### src/rtl/pool_result_collector_if.sv
// Bus between CONV_TOP (pooled-result producer), the result collector and the
// downstream consumer of the drained frame.
//
// Drain handshake: a word transfers on a rising clk edge where out_valid and
// out_ready are both high; once out_valid is raised, out_data and out_last stay
// stable until that transfer, and out_valid never drops without a transfer.
interface pool_result_collector_if #(
  parameter int DW = 16,
  parameter int AW = 16
);
  logic                 start;
  logic signed [DW-1:0] pooling_out;
  logic                 done_pooling;
  logic [AW-1:0]        addr;
  logic signed [DW-1:0] out_data;
  logic                 out_valid;
  logic                 out_ready;
  logic                 out_last;
  logic                 frame_done;
  logic                 busy;
  logic                 err_addr;
  logic                 err_overrun;
  logic [1:0]           state_dbg;

  // Producer / consumer side
  modport master (
    output start, pooling_out, done_pooling, addr, out_ready,
    input  out_data, out_valid, out_last, frame_done, busy,
           err_addr, err_overrun, state_dbg
  );

  // Collector side
  modport slave (
    input  start, pooling_out, done_pooling, addr, out_ready,
    output out_data, out_valid, out_last, frame_done, busy,
           err_addr, err_overrun, state_dbg
  );
endinterface

### src/rtl/pool_result_collector.sv
// Collects one pooled feature map (addressed writes from CONV_TOP), then
// drains it in raster order over a valid/ready stream.
module pool_result_collector #(
  parameter int IMG = 14,
  parameter int DW  = 16,
  parameter int AW  = 16
) (
  input logic                    clk,
  input logic                    rst,
  pool_result_collector_if.slave io
);
  localparam int DEPTH = (IMG / 2) * (IMG / 2);
  localparam int CW    = $clog2(DEPTH + 1);
  localparam int AIW   = (DEPTH > 1) ? $clog2(DEPTH) : 1;

  typedef enum logic [1:0] {
    S_IDLE    = 2'd0,
    S_COLLECT = 2'd1,
    S_DRAIN   = 2'd2
  } state_t;

  state_t               r_state;
  logic [CW-1:0]        r_wr_cnt;
  logic [CW-1:0]        r_rd_ptr;
  logic signed [DW-1:0] r_out_data;
  logic                 r_out_valid;
  logic                 r_out_last;
  logic                 r_frame_done;
  logic                 r_busy;
  logic                 r_err_addr;
  logic                 r_err_overrun;
  logic signed [DW-1:0] r_mem [0:DEPTH-1];

  logic                 w_addr_ok;
  logic                 w_wr_en;
  logic [AIW-1:0]       w_waddr;
  logic [AIW-1:0]       w_raddr;

  assign w_addr_ok = (io.addr < AW'(DEPTH));
  assign w_wr_en   = (r_state == S_COLLECT) && io.done_pooling && w_addr_ok;
  assign w_waddr   = io.addr[AIW-1:0];
  assign w_raddr   = r_rd_ptr[AIW-1:0];

  // Frame buffer: addressed writes during COLLECT only; contents survive reset
  always_ff @(posedge clk) begin
    if (w_wr_en) begin
      r_mem[w_waddr] <= io.pooling_out;
    end
  end

  // Control FSM with registered outputs; drain fetches one word, then holds it until accepted
  always_ff @(posedge clk) begin
    if (rst) begin
      r_state       <= S_IDLE;
      r_wr_cnt      <= '0;
      r_rd_ptr      <= '0;
      r_out_data    <= '0;
      r_out_valid   <= 1'b0;
      r_out_last    <= 1'b0;
      r_frame_done  <= 1'b0;
      r_busy        <= 1'b0;
      r_err_addr    <= 1'b0;
      r_err_overrun <= 1'b0;
    end else begin
      r_frame_done <= 1'b0;
      case (r_state)
        S_IDLE: begin
          if (io.start) begin
            r_state       <= S_COLLECT;
            r_wr_cnt      <= '0;
            r_rd_ptr      <= '0;
            r_err_addr    <= 1'b0;
            r_err_overrun <= 1'b0;
            r_busy        <= 1'b1;
          end
        end
        S_COLLECT: begin
          if (io.done_pooling) begin
            if (w_addr_ok) begin
              r_wr_cnt <= r_wr_cnt + CW'(1);
              if (r_wr_cnt == CW'(DEPTH - 1)) begin
                r_frame_done <= 1'b1;
                r_state      <= S_DRAIN;
              end
            end else begin
              r_err_addr <= 1'b1;
            end
          end
        end
        S_DRAIN: begin
          if (!r_out_valid) begin
            r_out_data  <= r_mem[w_raddr];
            r_out_last  <= (r_rd_ptr == CW'(DEPTH - 1));
            r_out_valid <= 1'b1;
          end else if (io.out_ready) begin
            r_out_valid <= 1'b0;
            r_out_last  <= 1'b0;
            if (r_out_last) begin
              r_state <= S_IDLE;
              r_busy  <= 1'b0;
            end else begin
              r_rd_ptr <= r_rd_ptr + CW'(1);
            end
          end
        end
        default: begin
          r_state <= S_IDLE;
          r_busy  <= 1'b0;
        end
      endcase
      // A beat outside COLLECT is never stored; flag it even on the start cycle
      if (io.done_pooling && (r_state != S_COLLECT)) begin
        r_err_overrun <= 1'b1;
      end
    end
  end

  assign io.out_data    = r_out_data;
  assign io.out_valid   = r_out_valid;
  assign io.out_last    = r_out_last;
  assign io.frame_done  = r_frame_done;
  assign io.busy        = r_busy;
  assign io.err_addr    = r_err_addr;
  assign io.err_overrun = r_err_overrun;
  assign io.state_dbg   = r_state;
endmodule

### src/flat_wrapper.sv
// flat-port wrapper written by rule: the top's interface ports become plain ports
module pool_result_collector_flat 
#(
  parameter int IMG = 14,
  parameter int DW  = 16,
  parameter int AW  = 16
)
  (clk, rst, io_start, io_pooling_out, io_done_pooling, io_addr, io_out_ready, io_out_data, io_out_valid, io_out_last, io_frame_done, io_busy, io_err_addr, io_err_overrun, io_state_dbg);
  pool_result_collector_if #(.DW(DW), .AW(AW)) io_i ();
  input logic clk;
  input logic rst;
  input wire logic [$bits(io_i.start)-1:0] io_start;
  input wire logic [$bits(io_i.pooling_out)-1:0] io_pooling_out;
  input wire logic [$bits(io_i.done_pooling)-1:0] io_done_pooling;
  input wire logic [$bits(io_i.addr)-1:0] io_addr;
  input wire logic [$bits(io_i.out_ready)-1:0] io_out_ready;
  output wire logic [$bits(io_i.out_data)-1:0] io_out_data;
  output wire logic [$bits(io_i.out_valid)-1:0] io_out_valid;
  output wire logic [$bits(io_i.out_last)-1:0] io_out_last;
  output wire logic [$bits(io_i.frame_done)-1:0] io_frame_done;
  output wire logic [$bits(io_i.busy)-1:0] io_busy;
  output wire logic [$bits(io_i.err_addr)-1:0] io_err_addr;
  output wire logic [$bits(io_i.err_overrun)-1:0] io_err_overrun;
  output wire logic [$bits(io_i.state_dbg)-1:0] io_state_dbg;
  assign io_i.start = io_start;
  assign io_i.pooling_out = io_pooling_out;
  assign io_i.done_pooling = io_done_pooling;
  assign io_i.addr = io_addr;
  assign io_i.out_ready = io_out_ready;
  assign io_out_data = io_i.out_data;
  assign io_out_valid = io_i.out_valid;
  assign io_out_last = io_i.out_last;
  assign io_frame_done = io_i.frame_done;
  assign io_busy = io_i.busy;
  assign io_err_addr = io_i.err_addr;
  assign io_err_overrun = io_i.err_overrun;
  assign io_state_dbg = io_i.state_dbg;
  pool_result_collector #(.IMG(IMG), .DW(DW), .AW(AW)) u_core (.clk(clk), .rst(rst), .io(io_i));
endmodule
### config.mk
export PLATFORM = sky130hd
export DESIGN_NAME = pool_result_collector_flat
export DESIGN_NICKNAME = d
export VERILOG_FILES = /design/src/rtl/pool_result_collector_if.sv /design/src/rtl/pool_result_collector.sv /design/src/flat_wrapper.sv
export SDC_FILE = /design/constraint.sdc
export NUM_CORES = 1
export LEC_CHECK = 0
export ABC_AREA = 1
export CORE_MARGIN = 5
export CORE_UTILIZATION = 45
export CTS_BUF_LIST = sky130_fd_sc_hd__clkbuf_4 sky130_fd_sc_hd__clkbuf_8 sky130_fd_sc_hd__clkbuf_16
export CTS_CLUSTER_DIAMETER = 80
export DETAILED_ROUTE_END_ITERATION = 8
export GPL_TIMING_DRIVEN = 0
export PLACE_DENSITY = 0.67
export SLEW_MARGIN = 15
export SYNTH_ARGS = -nofsm -noshare
export SYNTH_HDL_FRONTEND = slang
export SYNTH_SLANG_ARGS = --single-unit
### constraint.sdc
create_clock -name clk -period 4.03 [get_ports clk]
set_input_delay 0.806 -clock clk [delete_from_list [all_inputs] [get_ports clk]]
set_output_delay 0.806 -clock clk [all_outputs]
set_load 0.01 [all_outputs]
* Word level (Yosys, flattened, before mapping)
Memory sizes are Yosys's and may differ from the RTL's. A register that Yosys moved wholly into a read port is not among the register bits.
Cells that the tools add are included.
** Operators by class
- Add/subtract/negate cells :: 2
- Order comparisons :: 1
- Equality and inequality tests :: 15
- Multiplexer cells :: 34
- Bitwise logic cells :: 4
- Reduce and logical (&&, ||, !) cells :: 17
** Operators with widths (number)
- $mux 6 :: 6
- $pmux 6 s2 :: 2
- $lt 16x6->1 const B :: 1
- $mux 1 :: 16
- $mux 2 :: 7
- $ne 2x2->1 const B :: 7
- $add 6x1->6 const B :: 2
- $eq 6x6->1 const B :: 2
- $reduce_and 5->1 :: 2
- $ne 2x1->1 const B :: 4
- $reduce_and 4->1 :: 2
- $reduce_bool 2->1 :: 4
- $reduce_and 7->1 :: 1
- $pmux 2 s3 :: 1
- $reduce_and 2->1 :: 3
- $not 1->1 :: 4
- $reduce_or 4->1 :: 1
- $logic_and 1x1->1 :: 3
- $pmux 1 s3 :: 1
- $eq 2x1->1 const B :: 1
- $eq 2x2->1 const B :: 1
- $logic_not 2->1 :: 1
- $pmux 1 s2 :: 1
** Storage, ports and cells
- Register bits after elaboration :: 20
- Memory bits (writable) :: 784
- Memories kept :: 1
** Memory list
- u_core.r_mem :: depth 49, bits a word 16, rd ports 1, clocked after Yosys merged registers in 1, write ports 1, line pool_result_collector.sv:32 : logic signed [DW-1:0] r_mem [0:DEPTH-1];

* Depth between registers and ports, before layout
- Word-level depth :: 5
- Gate-level depth with buffers :: 14

* Worst setup path after synthesis
Ideal clock, no wire load.
- Kind :: input -> register
- Start :: input port io_addr[1]
- End :: memory u_core.r_mem[48][0] (enable)
- Setup time :: 430 ps
- Data arrival time :: 3070 ps
- Slack :: 529 ps
- Stages on the path :: 7
- Path buffers :: 0
- Cells stage by stage :: inv_1 > nand3_4 > nor2_2 > o21ai_4 > nor2_8 > nand2_2 > nor4_1
** Between the ends
- Cells in the longest elaborated chain, start to end :: 4
** RTL lines
- start, declared :: line flat_wrapper.sv:15 : input wire logic [$bits(io_i.addr)-1:0] io_addr;
- $lt 16x6->1 :: line pool_result_collector.sv:39 : assign w_addr_ok = (io.addr < AW'(DEPTH));
- $logic_and 1x1->1 :: line pool_result_collector.sv:40 : assign w_wr_en = (r_state == S_COLLECT) && io.done_pooling && w_addr_ok;
- $mux 1 :: line pool_result_collector.sv:46 : if (w_wr_en) begin
- $mux 1 (implied by the code) :: line pool_result_collector.sv:47 : r_mem[w_waddr] <= io.pooling_out;
- end, declared :: line pool_result_collector.sv:32
Several ways; a longest one is shown, not always the timed one.

* Final worst setup path
- Start :: input port io_addr[0]
- End :: memory u_core.r_mem[45][10] (enable)
The elaborated chain is that of the path after synthesis.

==> summary.md <==
| Metric | Value |
|---|---|
| CTS Buf Count | `86` |
| CTS root buf | `clkbuf_16` |
| Post-synth top area share | `about two thirds` |
| Die area | `between 0.08 and 0.09 sq mm` |
| Synth cell types | `32` |
| Critical path type | `primary input to flop` |
| Critical path peak fanout | `16` |
| Grt ovf | `0` |
| Seq cells post-synth | `between 800 and 900` |
| VDD IR max | `roughly 0.41 mV` |
| Area Overhead vs Synth | `16.2%` |
| Die outline height | `288 um` |
| Hold_buf cts | `0` |
| N_diodes | `0` |
| CTS sink count | `between 800 and 900` |
| H-Tree Depth | `3` |
| I/O Buffers | `59` |
| Die X | `between 200 and 300 um` |
| Post-Synthesis Cell Area | `0.0348 sq mm` |
| Critical hold path startpoint | `u_core.io.busy` |
| Post-synthesis sequential area ratio | `69.7%` |
| Status | `completed` |
| Startpoint types | `primary input` |
| Residual DRC | `0` |
| GRT met2 Usage | `38.1%` |
| Setup violators final | `0` |
| Skew-Pair Late Insertion Delay | `0.65 ns` |
| Worst Max-Slew Pin Slew | `between 1 and 1.5 ns` |
| Worst Setup SP | `io_addr[0]` |
| Final setup TNS | `0 ns` |
| Layout cells sized above 1 | `11.4%` |
| Worst EP required | `~4.3 ns` |
| First-iteration detailed-routing DRC count | `between 3,000 and 4,000` |
| GRT busiest layer | `met2` |
| Vias/cell | `~5.4` |
| Setup Skew | `0.0251 ns` |
| DP Wirelength | `73,700 um` |
| Synthesized area per cell | `between 10 and 15 sq um` |
| Global-route wire length before repair | `150,000 um` |
| RSZ-0062 raised after global routing | `false` |
| Wire length per cell | `around 23 um` |
| Fin. max-slew vios | `0` |
| Yosys top cell by area | `edfxtp_1` |
| Fmax | `273 MHz` |
| Hold Crit Class | `flop to flop` |
| Yosys Warn Count | `0` |
| Fin crit period | `3.66 ns` |
| GR Layer Usage met3 | `4.08%` |
| RePlAce Congestion | `0.956` |
| Vias after detailed routing | `~25,000` |
| Max-cap violation count | `0` |
| Synth area leaders | `edfxtp_1, nand2_1, nand3_1` |
| FF-to-FF Start | `u_core.io.state_dbg[0]` |
| Syn Inst Count | `approximately 3,300` |
| Initial antenna violation count | `1` |
| Fraction of registers with async set/reset | `0%` |
| GR Util All Layers | `24.7%` |
| # IOs | `between 60 and 70` |
| Nets | `3,550` |
| Syn_nets | `about 3,300` |
| Lkg Pwr | `16.2 nW` |
| Total power draw | `23.2 mW` |
| Period utilization | `between 90% and 100%` |
| Vias in the first global route | `23,100` |
| Post-detailed-route count of antenna-violating nets | `0` |
| Drt first pass iters | `5` |
| Largest net degree at the start of global routing | `50` |
| Final Hold Fails | `0` |
| Clk slew on worst S/H paths | `0.06 ns` |
| Core area | `slightly below 0.08 sq mm` |
| Post-synth EDFFs | `784` |
| Starting density of the core | `45.1%` |
| Normalized max-slew margin | `26.0%` |
| Wirelength, routed | `104,000 um` |
| FILL cells | `6,601` |
| Resized cells post-CTS | `0` |
| CTS tree | `yes` |
| Crit path DAT | `slightly below 4 ns` |
| Post-CTS Setup Inserts | `0` |
| PwrDens | `between 500 and 600 mW/mm^2` |
| Rows | `102` |
| CTS Buffer Depth | `3` |
| Critical Path End Type | `flop` |
| GR Util met1 | `about a third` |
| Main synth FF type | `edfxtp_1` |
[state kept, by name, indices dropped and copies added (netlist names)]
signal and flops:
u_core.r_mem 784, u_core.io.out_data 16, u_core.r_rd_ptr 6, u_core.r_wr_cnt 6, u_core.io.state_dbg 2, u_core.io.busy 1, u_core.io.err_addr 1, u_core.io.err_overrun 1
u_core.io.frame_done 1, u_core.io.out_last 1, u_core.io.out_valid 1
[layout by cell type, fill, tap and decap left out, types with 44 or more instances in the layout]
| cell type | count |
|---|---|
| nand3_1 | 402 |
| buf_6 | 44 |
| clkbuf_16 | 87 |
| nor2_1 | 252 |
| o21ai_0 | 69 |
| edfxtp_1 | 784 |
| a21oi_1 | 77 |
| nand2_1 | 1046 |
| buf_2 | 95 |
| inv_1 | 341 |
[through the flow]
| step | hold slack [ns] | worst slack [ns] | instances | area [sq um] | utilization [%] |
|---|---|---|---|---|---|
| global placement | 0.456 | -1.67 | 4392 | 36700 | 47.6 |
| global route | 0.503 | 0.308 | 4617 | 40400 | 52.5 |
| CTS | 0.482 | 0.434 | 4617 | 40400 | 52.5 |
| floorplan | 0.457 | 0.529 | 3293 | 34800 | - |
| finish | 0.477 | 0.365 | 4617 | 40400 | 52.5 |
| detailed placement | 0.455 | -0.250 | 4461 | 37700 | 48.9 |
[critical path, stage by stage]
cell and delay (ns):
clkdlybuf4s50_1 0.57, inv_2 0.18, nand3_4 0.21, nor2_2 0.20, o21ai_4 0.16, nor2_8 0.25
nand4_1 0.59, nor2_2 0.93
[logic make-up after synthesis]
group	synth area share (%)
compound gates	2.64
xor+xnor	0.101
fa+ha+maj	0.144
buf+inv	6.57
flops	69.7
simple gates	20.8
[synthesized netlist by cell type, types with 2 or more instances]
library cell,count
o211ai_1,5
o21ai_0,69
nor4_1,2
xor2_1,3
nor3_1,17
nor2_2,2
nor2_1,288
o21ai_1,19
buf_2,80
inv_1,341
nand3_1,402
nand4_1,7
buf_1,9
buf_6,21
clkbuf_1,40
edfxtp_1,784
nand2_2,3
a21oi_1,77
inv_2,6
ha_1,4
a211oi_1,2
buf_4,18
nand2_1,1046
clkinv_1,4
o21ai_4,2
dfxtp_1,36
[final cells by class]
type / count / area [sq um] / share of cell area (%)
Buffer: 168 / 956 / 2.36
Multi-Input combinational cell: 1953 / 8400 / 20.8
Inverter: 352 / 1330 / 3.29
Clock buffer: 111 / 2390 / 5.92
Tap cell: 1040 / 1300 / 3.22
Timing Repair Buffer: 128 / 1440 / 3.57
Clock inverter: 45 / 353 / 0.873
Sequential cell: 820 / 24300 / 60.0
[metal layers]
metal	part of all wire, %	routed length, um
met2	45	46600
met4	5.1	5370
met5	0.011	11
met3	11	11300
met1	39	41200
[power by group]
group          total (mW)  switching [mW]  internal (mW)
clock network        7.70            3.31           4.40
registers            9.48          0.0774           9.41
logic                6.05            4.34           1.71
[path summary, 6_finish.rpt]
| kind | slack (ns) | cells past startpoint | end |
|---|---|---|---|
| max | 0.37 | 8 | u_core.r_mem[45][10] |
| min | 0.48 | 2 | u_core.io.busy |
| max reg2reg | 1.02 | 6 | u_core.r_mem[45][10] |
| min reg2reg | 0.48 | 2 | u_core.io.busy |
(Power assumes the default switching activity.)
